[config.mk]
export PLATFORM = sky130hd
export DESIGN_NAME = uart_tx_top
export DESIGN_NICKNAME = d
export VERILOG_FILES = /design/src/rtl/uart_tx_top.sv
export SDC_FILE = /design/constraint.sdc
export NUM_CORES = 1
export LEC_CHECK = 0
export ABC_CLOCK_PERIOD_IN_PS = 5700
export BUFFER_PORTS_ARGS = -buffer_cell sky130_fd_sc_hd__clkbuf_2
export CAP_MARGIN = 20
export CELL_PAD_IN_SITES_DETAIL_PLACEMENT = 0
export CELL_PAD_IN_SITES_GLOBAL_PLACEMENT = 1
export CORE_ASPECT_RATIO = 2
export CORE_UTILIZATION = 50
export CTS_CLUSTER_SIZE = 20
export DETAILED_ROUTE_END_ITERATION = 8
export HOLD_SLACK_MARGIN = 0.02
export PLACE_DENSITY_LB_ADDON = 0.25
export SLEW_MARGIN = 15
export SYNTH_ARGS = -nofsm -noshare
export SYNTH_HDL_FRONTEND = slang
export SYNTH_SLANG_ARGS = --single-unit
[constraint.sdc]
create_clock -name clk -period 5.7 [get_ports clk]
set_clock_uncertainty 0.05 [all_clocks]
set_input_delay 0 -clock clk [delete_from_list [all_inputs] [get_ports clk]]
set_output_delay 0 -clock clk [all_outputs]
set_load 0.02 [all_outputs]
[src/rtl/uart_tx_top.sv]
// rtl/uart_tx_top.sv - memory-mapped 8N1 UART transmitter with byte FIFO
// Register map: 0 DATA, 1 STATUS, 2 DIV, 3 CTRL; read data is combinational on a.
module uart_tx_top #(
  parameter int FIFO_DEPTH = 8,
  parameter int DIV_W      = 16,
  parameter int DIV_RESET  = 434
) (
  input  logic        clk,
  input  logic        rst,
  input  logic [1:0]  a,
  input  logic        we,
  input  logic [31:0] wd,
  output logic [31:0] rd,
  output logic        tx,
  output logic        busy
);
  localparam int PTR_W = $clog2(FIFO_DEPTH);
  localparam int CNT_W = PTR_W + 1;

  typedef enum logic [1:0] {IDLE, START, DATA, STOP} state_t;

  state_t           state;
  logic [7:0]       mem [FIFO_DEPTH];
  logic [PTR_W-1:0] wptr, rptr;
  logic [CNT_W-1:0] count;
  logic             ovf, en;
  logic [DIV_W-1:0] div, div_lat, timer;
  logic [7:0]       shift;
  logic [2:0]       bitcnt;

  logic empty, full, data_wr, div_wr, ctrl_wr, push, flush, bit_end, pop;
  logic [3:0] cnt4;
  logic unused_bits;

  assign empty   = (count == '0);
  assign full    = (count == CNT_W'(FIFO_DEPTH));
  assign data_wr = we && (a == 2'd0);
  assign div_wr  = we && (a == 2'd2);
  assign ctrl_wr = we && (a == 2'd3);
  assign flush   = ctrl_wr && wd[2];
  assign push    = data_wr && !full;
  assign bit_end = (timer == '0);
  // A flush on the same edge keeps the queued head from being started.
  assign pop     = en && !empty && !flush &&
                   ((state == IDLE) || ((state == STOP) && bit_end));
  assign busy    = (state != IDLE) || !empty;
  assign cnt4    = 4'(count);
  assign unused_bits = ^wd;

  always_ff @(posedge clk) begin
    if (push) mem[wptr] <= wd[7:0];
  end

  always_ff @(posedge clk) begin
    if (!rst) begin
      wptr  <= '0;
      rptr  <= '0;
      count <= '0;
      ovf   <= 1'b0;
    end else begin
      if (flush) begin
        wptr  <= '0;
        rptr  <= '0;
        count <= '0;
      end else begin
        if (push) wptr <= wptr + 1'b1;
        if (pop)  rptr <= rptr + 1'b1;
        case ({push, pop})
          2'b10:   count <= count + 1'b1;
          2'b01:   count <= count - 1'b1;
          default: count <= count;
        endcase
      end
      if (data_wr && full)      ovf <= 1'b1;
      else if (ctrl_wr && wd[1]) ovf <= 1'b0;
    end
  end

  always_ff @(posedge clk) begin
    if (!rst) begin
      en  <= 1'b1;
      div <= DIV_W'(DIV_RESET);
    end else begin
      if (ctrl_wr) en <= wd[0];
      if (div_wr)  div <= (wd[DIV_W-1:0] == '0) ? DIV_W'(1) : wd[DIV_W-1:0];
    end
  end

  // Each bit lasts div_lat cycles: timer is loaded with div_lat-1 and the bit ends at zero.
  always_ff @(posedge clk) begin
    if (!rst) begin
      state   <= IDLE;
      tx      <= 1'b1;
      timer   <= '0;
      div_lat <= DIV_W'(1);
      shift   <= '0;
      bitcnt  <= '0;
    end else begin
      case (state)
        IDLE: begin
          tx <= 1'b1;
          if (pop) begin
            state   <= START;
            tx      <= 1'b0;
            shift   <= mem[rptr];
            div_lat <= div;
            timer   <= div - 1'b1;
          end
        end
        START: begin
          if (bit_end) begin
            state  <= DATA;
            tx     <= shift[0];
            shift  <= shift >> 1;
            bitcnt <= '0;
            timer  <= div_lat - 1'b1;
          end else begin
            timer <= timer - 1'b1;
          end
        end
        DATA: begin
          if (bit_end) begin
            timer <= div_lat - 1'b1;
            if (bitcnt == 3'd7) begin
              state <= STOP;
              tx    <= 1'b1;
            end else begin
              tx     <= shift[0];
              shift  <= shift >> 1;
              bitcnt <= bitcnt + 1'b1;
            end
          end else begin
            timer <= timer - 1'b1;
          end
        end
        STOP: begin
          if (bit_end) begin
            if (pop) begin
              state   <= START;
              tx      <= 1'b0;
              shift   <= mem[rptr];
              div_lat <= div;
              timer   <= div - 1'b1;
            end else begin
              state <= IDLE;
            end
          end else begin
            timer <= timer - 1'b1;
          end
        end
        default: begin
          state <= IDLE;
          tx    <= 1'b1;
        end
      endcase
    end
  end

  always_comb begin
    rd = '0;
    case (a)
      2'd1:    rd = {24'b0, ovf, busy, full, empty, cnt4};
      2'd2:    rd = 32'(div);
      2'd3:    rd = {31'b0, en};
      default: rd = '0;
    endcase
  end
endmodule

After elaboration in Yosys (flattened, before gate mapping)
Memories as Yosys holds them, arrays and structs flattened. A register that Yosys moved wholly into a read port is not among the register bits.
Index checks and enable logic that the tools add are counted.
{ "word_totals": {"output_inout_bits": 34, "inputBits": 37, "reg_bits": 74, "romBits": 0, "ramBits": 64, "latch_bits": 0, "n_memories": 1, "elab_cells": 112} }
{ "classes": {"eq_ne": 17, "muxes": 40, "n_reduce_logical": 33, "n_shift": 0, "div": 0, "mul": 0, "n_bitwise": 1, "magnitude_cmp": 0, "n_addsub": 8} }
{ "mem_list": {"columns": ["name", "words", "word_bits", "rd", "rd_clocked_by_memory_dff", "write_ports", "line", "text"], "rows": [
  ["mem", 8, 8, 1, 1, 1, "23", "logic [7:0] mem [FIFO_DEPTH];"]
]} }
{ "op_table": {"columns": ["cell", "n"], "rows": [
  ["$mux W16", 6],
  ["$pmux W16 S3", 2],
  ["$sub A16 B1 Y16 const B", 3],
  ["$mux W8", 5],
  ["$logic_not A16 Y1", 2],
  ["$pmux W16 S2", 1],
  ["$pmux W8 S4", 1],
  ["$mux W3", 5],
  ["$ne A2 B2 Y1 const B", 7],
  ["$reduce_and A4 Y1", 3],
  ["$logic_and A1 B1 Y1", 11],
  ["$mux W1", 11],
  ["$eq A2 B2 Y1 const B", 5],
  ["$mux W2", 5],
  ["$reduce_bool A2 Y1", 5],
  ["$add A3 B1 Y3 const B", 3],
  ["$pmux W2 S4", 1],
  ["$pmux W4 S2", 1],
  ["$eq A2 B1 Y1 const B", 3],
  ["$pmux W3 S2", 1],
  ["$reduce_and A5 Y1", 1],
  ["$add A4 B1 Y4 const B", 1],
  ["$eq A4 B4 Y1 const B", 1],
  ["$logic_not A2 Y1", 2],
  ["other kinds (9)", 13]
]} }

Logic depth before layout (Yosys ltp)
{ "logic_depth": {"word_depth": 9, "ltp_mapped": 14, "mapped_depth_nobuf": 12} }

Least setup slack after synthesis
No wires, ideal clock.
{ "synth_path": {"path_type": "flip-flop to flip-flop", "start": "reg timer[0]", "end": "reg count[2], in the netlist cnt4[2]", "arrival_ns": 3.241, "setup_slack_ns": 2.339, "path_stages_with_launch": 15, "n_path_buf": 2, "required_ns": 5.580, "cell_sequence": "dfxtp_1 -> inv_1 -> ha_1 -> or3b_2 -> nand4bb_4 -> a211oi_4 -> buf_2 -> ha_1 -> clkbuf_1 -> xor2_1 -> ha_1 -> a21oi_1 -> xor2_1 -> or3_1 -> a21oi_1"} }
{ "synth_between": {"elab_chain_len": 6} }
{ "synth_lines": {"columns": ["element", "line", "text"], "rows": [
  ["start: declaration", "27", "logic [DIV_W-1:0] div, div_lat, timer;"],
  ["start signal: assignment", "107", "timer <= div - 1'b1;"],
  ["start signal: assignment", "116", "timer <= div_lat - 1'b1;"],
  ["start signal: assignment", "118", "timer <= timer - 1'b1;"],
  ["$logic_not A16 Y1 (*)", "42", "assign bit_end = (timer == '0);"],
  ["$logic_and A1 B1 Y1 (*)", "45", "((state == IDLE) || ((state == STOP) && bit_end));"],
  ["$logic_or A1 B1 Y1 (*)", "45", null],
  ["$logic_and A1 B1 Y1 (*)", "44", "assign pop = en && !empty && !flush &&"],
  ["$eq A2 B1 Y1 or $eq A2 B2 Y1 (tied branches)", "68", "case ({push, pop})"],
  ["$pmux W4 S2 or $reduce_bool A2 Y1 (tied branches)", null, null],
  ["end signal: assignment", "69", "2'b10: count <= count + 1'b1;"],
  ["end signal: assignment", "70", "2'b01: count <= count - 1'b1;"],
  ["end signal: assignment", "71", "default: count <= count;"],
  ["end: declaration", "25", "logic [CNT_W-1:0] count;"]
]} }
Every way passes the cells marked *; elsewhere a longest branch is shown, timed or not.
A chain may end at the register's enable or synchronous reset.

Worst setup path after layout
{ "layout_path": {"start": "reg timer[0]", "end": "reg count[3], in the netlist cnt4[3]"} }
The elaborated chain is that of the path after synthesis.

==> summary.md <==
| Metric | Value |
|---|---|
| Footprint of the multi-input gates | `3480 um2` |
| Drt via density | `5.85` |
| Critical path type | `flop to flop` |
| Initial antenna violation count | `0` |
| Aggregate negative setup slack | `0 ns` |
| Worst hold endpoint | `div[8]` |
| Core Area | `14000 um2` |
| Worst reg2reg path depth | `12` |
| Die Y | `172 um` |
| Worst hold path class | `primary input to flop` |
| First drt pass iteration count | `5` |
| Clk sinks | `141` |
| Maximum fanout along the worst path | `37` |
| Tcrit/Tclk final | `0.640` |
| Routed met3 length | `511 um` |
| Final hold slack | `0.318 ns` |
| Adder-Cell Fraction of Synth Area | `0.0277` |
| Share of cells above drive strength 1 | `0.150` |
| Die area | `15000 um2` |
| CP Launch Type | `flop` |
| Post-Synth XOR/XNOR Area | `0.0496` |
| Register bit total from synthesis | `141` |
| Placement row count | `61` |
| Multiplexer share of the synthesized area | `0.0847` |
| Seq/Total Area, Yosys | `0.478` |
| Fill count | `1249` |
| Leak Pwr | `3.08 nW` |
| CTS root buf | `clkbuf_16` |
| Main combinational cell family by area after synthesis | `simple AND/OR/NAND/NOR gates` |
| Final ANT Viol Nets | `0` |
| Critical Path RT | `6.00 ns` |
| Worst-Skew Late Latency | `0.42 ns` |
| Slowest-stage cell, CP | `or3b_2` |
| Overall global routing resource usage | `0.265` |
| Num CTS Buffers | `17` |
| Yosys Warn Count | `0` |
| CTS tree | `built` |
| Cell Pwr Density | `586 nW/um2` |
| Fmax | `274 MHz` |
| Reg2reg end | `cnt4[3]` |
| Nets | `821` |
| Max clock buf depth | `2` |
| Outcome | `complete, no violations` |
| Maximum VDD drop | `0.406 mV` |
| Finished Layout Cells | `970` |
| First-pass GRT wire length | `29500 um` |
| Detailed Place HPWL | `13500 um` |
| Unrepaired setup endpoints after global routing | `false` |
| Ranking of synthesized cells by area | `edfxtp_1 27%, dfxtp_1 21%, mux4_2 5.0%` |
| Worst Path Arrival | `3.94 ns` |
| Iter 0 DRT Violations | `337` |
| CP top delay family | `simple AND/OR/NAND/NOR gates` |
| Met1 WL | `6620 um` |
| EDFF count, synth | `64` |
| WL met2 | `10700 um` |
| Count of input and output buffers | `38` |
| Vias in the first global route | `5761` |
| Initial core utilization | `0.515` |
| Routability congestion estimate | `0.834` |
| Die X | `87.1 um` |
| Synth Area in Simple Gates | `0.165` |
| DR top layer | `met4` |
| R2R Setup Slk | `2.05 ns` |
| Post-synth top area share | `0.266` |
| Wire per inst | `19.1 um` |
| Setup Viol. Count Final | `0` |
| # diodes | `0` |
| Synth Flop Type | `dfxtp_1` |
| Synthesized area | `7240 um2` |
| DR DRC count | `0` |
| Critical register-to-register path startpoint | `timer[0]` |
| IO Pins | `71` |
| Buffers and inverters on the worst path | `3` |
| Register Area | `3460 um2` |
| Crit-path cells | `inv_1, ha_1, or3b_2, nand4bb_4, buf_4, a211oi_4, buf_4, ha_1, nand2_1, o221a_2, or3_1, a21oi_1` |
| Htree depth | `4` |
| Synth area leader | `edfxtp_1` |
| Max-cap check violation count | `0` |
| Yosys cell types | `61` |
| Synthesized area per cell | `10.0 um2` |
| Final Slew Violations | `0` |
| WHS Path Cells | `4` |
| Critical path capture point type | `flop` |
| Min cycle time layout | `3.65 ns` |
| Reg clk slew, reported paths | `0.08 ns` |
| Inst Count DP | `916` |
| Post-synth ARST share | `0` |
| DRT Wirelength | `18500 um` |
| Via count | `5670` |
| Dpl ws | `2.09 ns` |
| Final WS setup | `2.05 ns` |
| Worst path max stage delay | `0.49 ns` |
| Synth Instances | `723` |
| Overall power | `4.89 mW` |
| Compound-gate portion of the synthesized area | `0.146` |
| Largest net degree at the start of global routing | `45` |
| Area added between synthesis and finish | `15.3%` |
| Final hold violations | `0` |
| GRT Residual Overflow | `0` |
| Worst-margin pin slew | `0.994 ns` |
| HP Start | `wd[8]` |
| Max-slew headroom at the worst pin | `0.335` |
==> per-layer routing <==
| layer | GRT usage | vias up |
|---|---|---|
| li1 | - | 2691 |
| met1 | 0.259 | 2807 |
| met2 | 0.519 | 136 |
| met3 | 0.0382 | 36 |
| met4 | 0.139 | 0 |
| met5 | 0 | - |
==> synthesized netlist by cell type (16+ instances only) <==
| cell | count |
|---|---|
| xor2_1 | 19 |
| nor2_1 | 52 |
| buf_4 | 16 |
| a21oi_1 | 52 |
| o21ai_0 | 44 |
| edfxtp_1 | 64 |
| xnor2_1 | 22 |
| dfxtp_1 | 77 |
| nand2_1 | 93 |
| clkbuf_1 | 39 |
| mux4_2 | 16 |
| mux2i_1 | 23 |
| ha_1 | 16 |
| nor3_1 | 16 |
==> placed cells by master, fill, tap and decap left out, types with 7 or more instances in the layout <==
cell type / n
nand2_1: 93
dfxtp_1: 76
edfxtp_1: 64
nor2_1: 52
a21oi_1: 52
o21ai_0: 44
clkbuf_2: 38
mux2i_1: 23
xnor2_1: 22
dlygate4sd3_1: 21
xor2_1: 19
clkbuf_16: 17
nor3_1: 16
mux4_2: 16
ha_1: 16
conb_1: 16
nand3_1: 14
buf_4: 14
nor4_1: 12
inv_1: 12
and2_1: 12
or3_1: 11
o22ai_1: 10
a22o_1: 10
o211ai_1: 7
a22oi_1: 7
==> logic make-up (layout without fill, tap and decap cells) <==
group                      Yosys count  in the layout
and+or+nand+nor                    241            241
muxes                               41             41
other                                1             16
xor gates and xnor gates            41             41
adders and majority gates           16             16
buffers and inverters               75            118
AOI/OAI and AO/OA                  167            167
DFF                                141            141
==> worst min-delay path: cells and delay by family <==
| kind | cells | cell delay [ns] |
|---|---|---|
| buffers and inverters | 2 | 0.64 |
| and+or+nand+nor | 2 | 0.11 |
==> stage by stage <==
stage / utilization / area [um2]
floorplan: - / 7290
global placement: 0.535 / 7520
detailed placement: 0.535 / 7520
CTS: 0.594 / 8340
global route: 0.594 / 8350
finish: 0.594 / 8350
==> where the power goes <==
group | internal, mW | total, mW | leakage, nW | switching, mW
Clock | 0.596 | 1.11 | 0.297 | 0.515
Combinational | 0.959 | 2.41 | 1.58 | 1.45
Sequential | 1.19 | 1.37 | 1.20 | 0.179
Total | 2.75 | 4.89 | 3.08 | 2.15
==> flip-flops by register name, indices dropped and copies added, names as in the netlist, 2 cells and up, named ones only <==
register and count:
mem 64, div 16, div_lat 16, timer 16
shift 8, cnt4 4, bitcnt 3, rptr 3
wptr 3, state 2
==> worst max path at each step <==
stage	endpoint	slack [ns]	depth (start not counted)	start
CTS	cnt4[3]	2.06	12	timer[0]
global placement	cnt4[3]	2.21	12	timer[0]
finish	cnt4[3]	2.05	12	timer[0]
global route	cnt4[3]	1.89	12	timer[0]
floorplan	cnt4[2]	2.34	14	timer[0]
detailed placement	cnt4[3]	2.09	12	timer[0]
==> final cells by class <==
| type | instances | share of cell area |
|---|---|---|
| Multi-Input combinational cell | 522 | 0.417 |
| Sequential cell | 141 | 0.415 |
| Tap cell | 189 | 0.0283 |
| Clock inverter | 15 | 0.0220 |
| Inverter | 13 | 0.00585 |
| Timing Repair Buffer | 73 | 0.0606 |
| Clock buffer | 17 | 0.0510 |
==> timing repair <==
item | 4_1_cts | 5_1_grt
hold buffers | 21 | 0
endpoints found under the hold margin | 84 | 0
setup buffers | 0 | 0
gates resized for setup | 0 | 0
(Power assumes the default switching activity.)
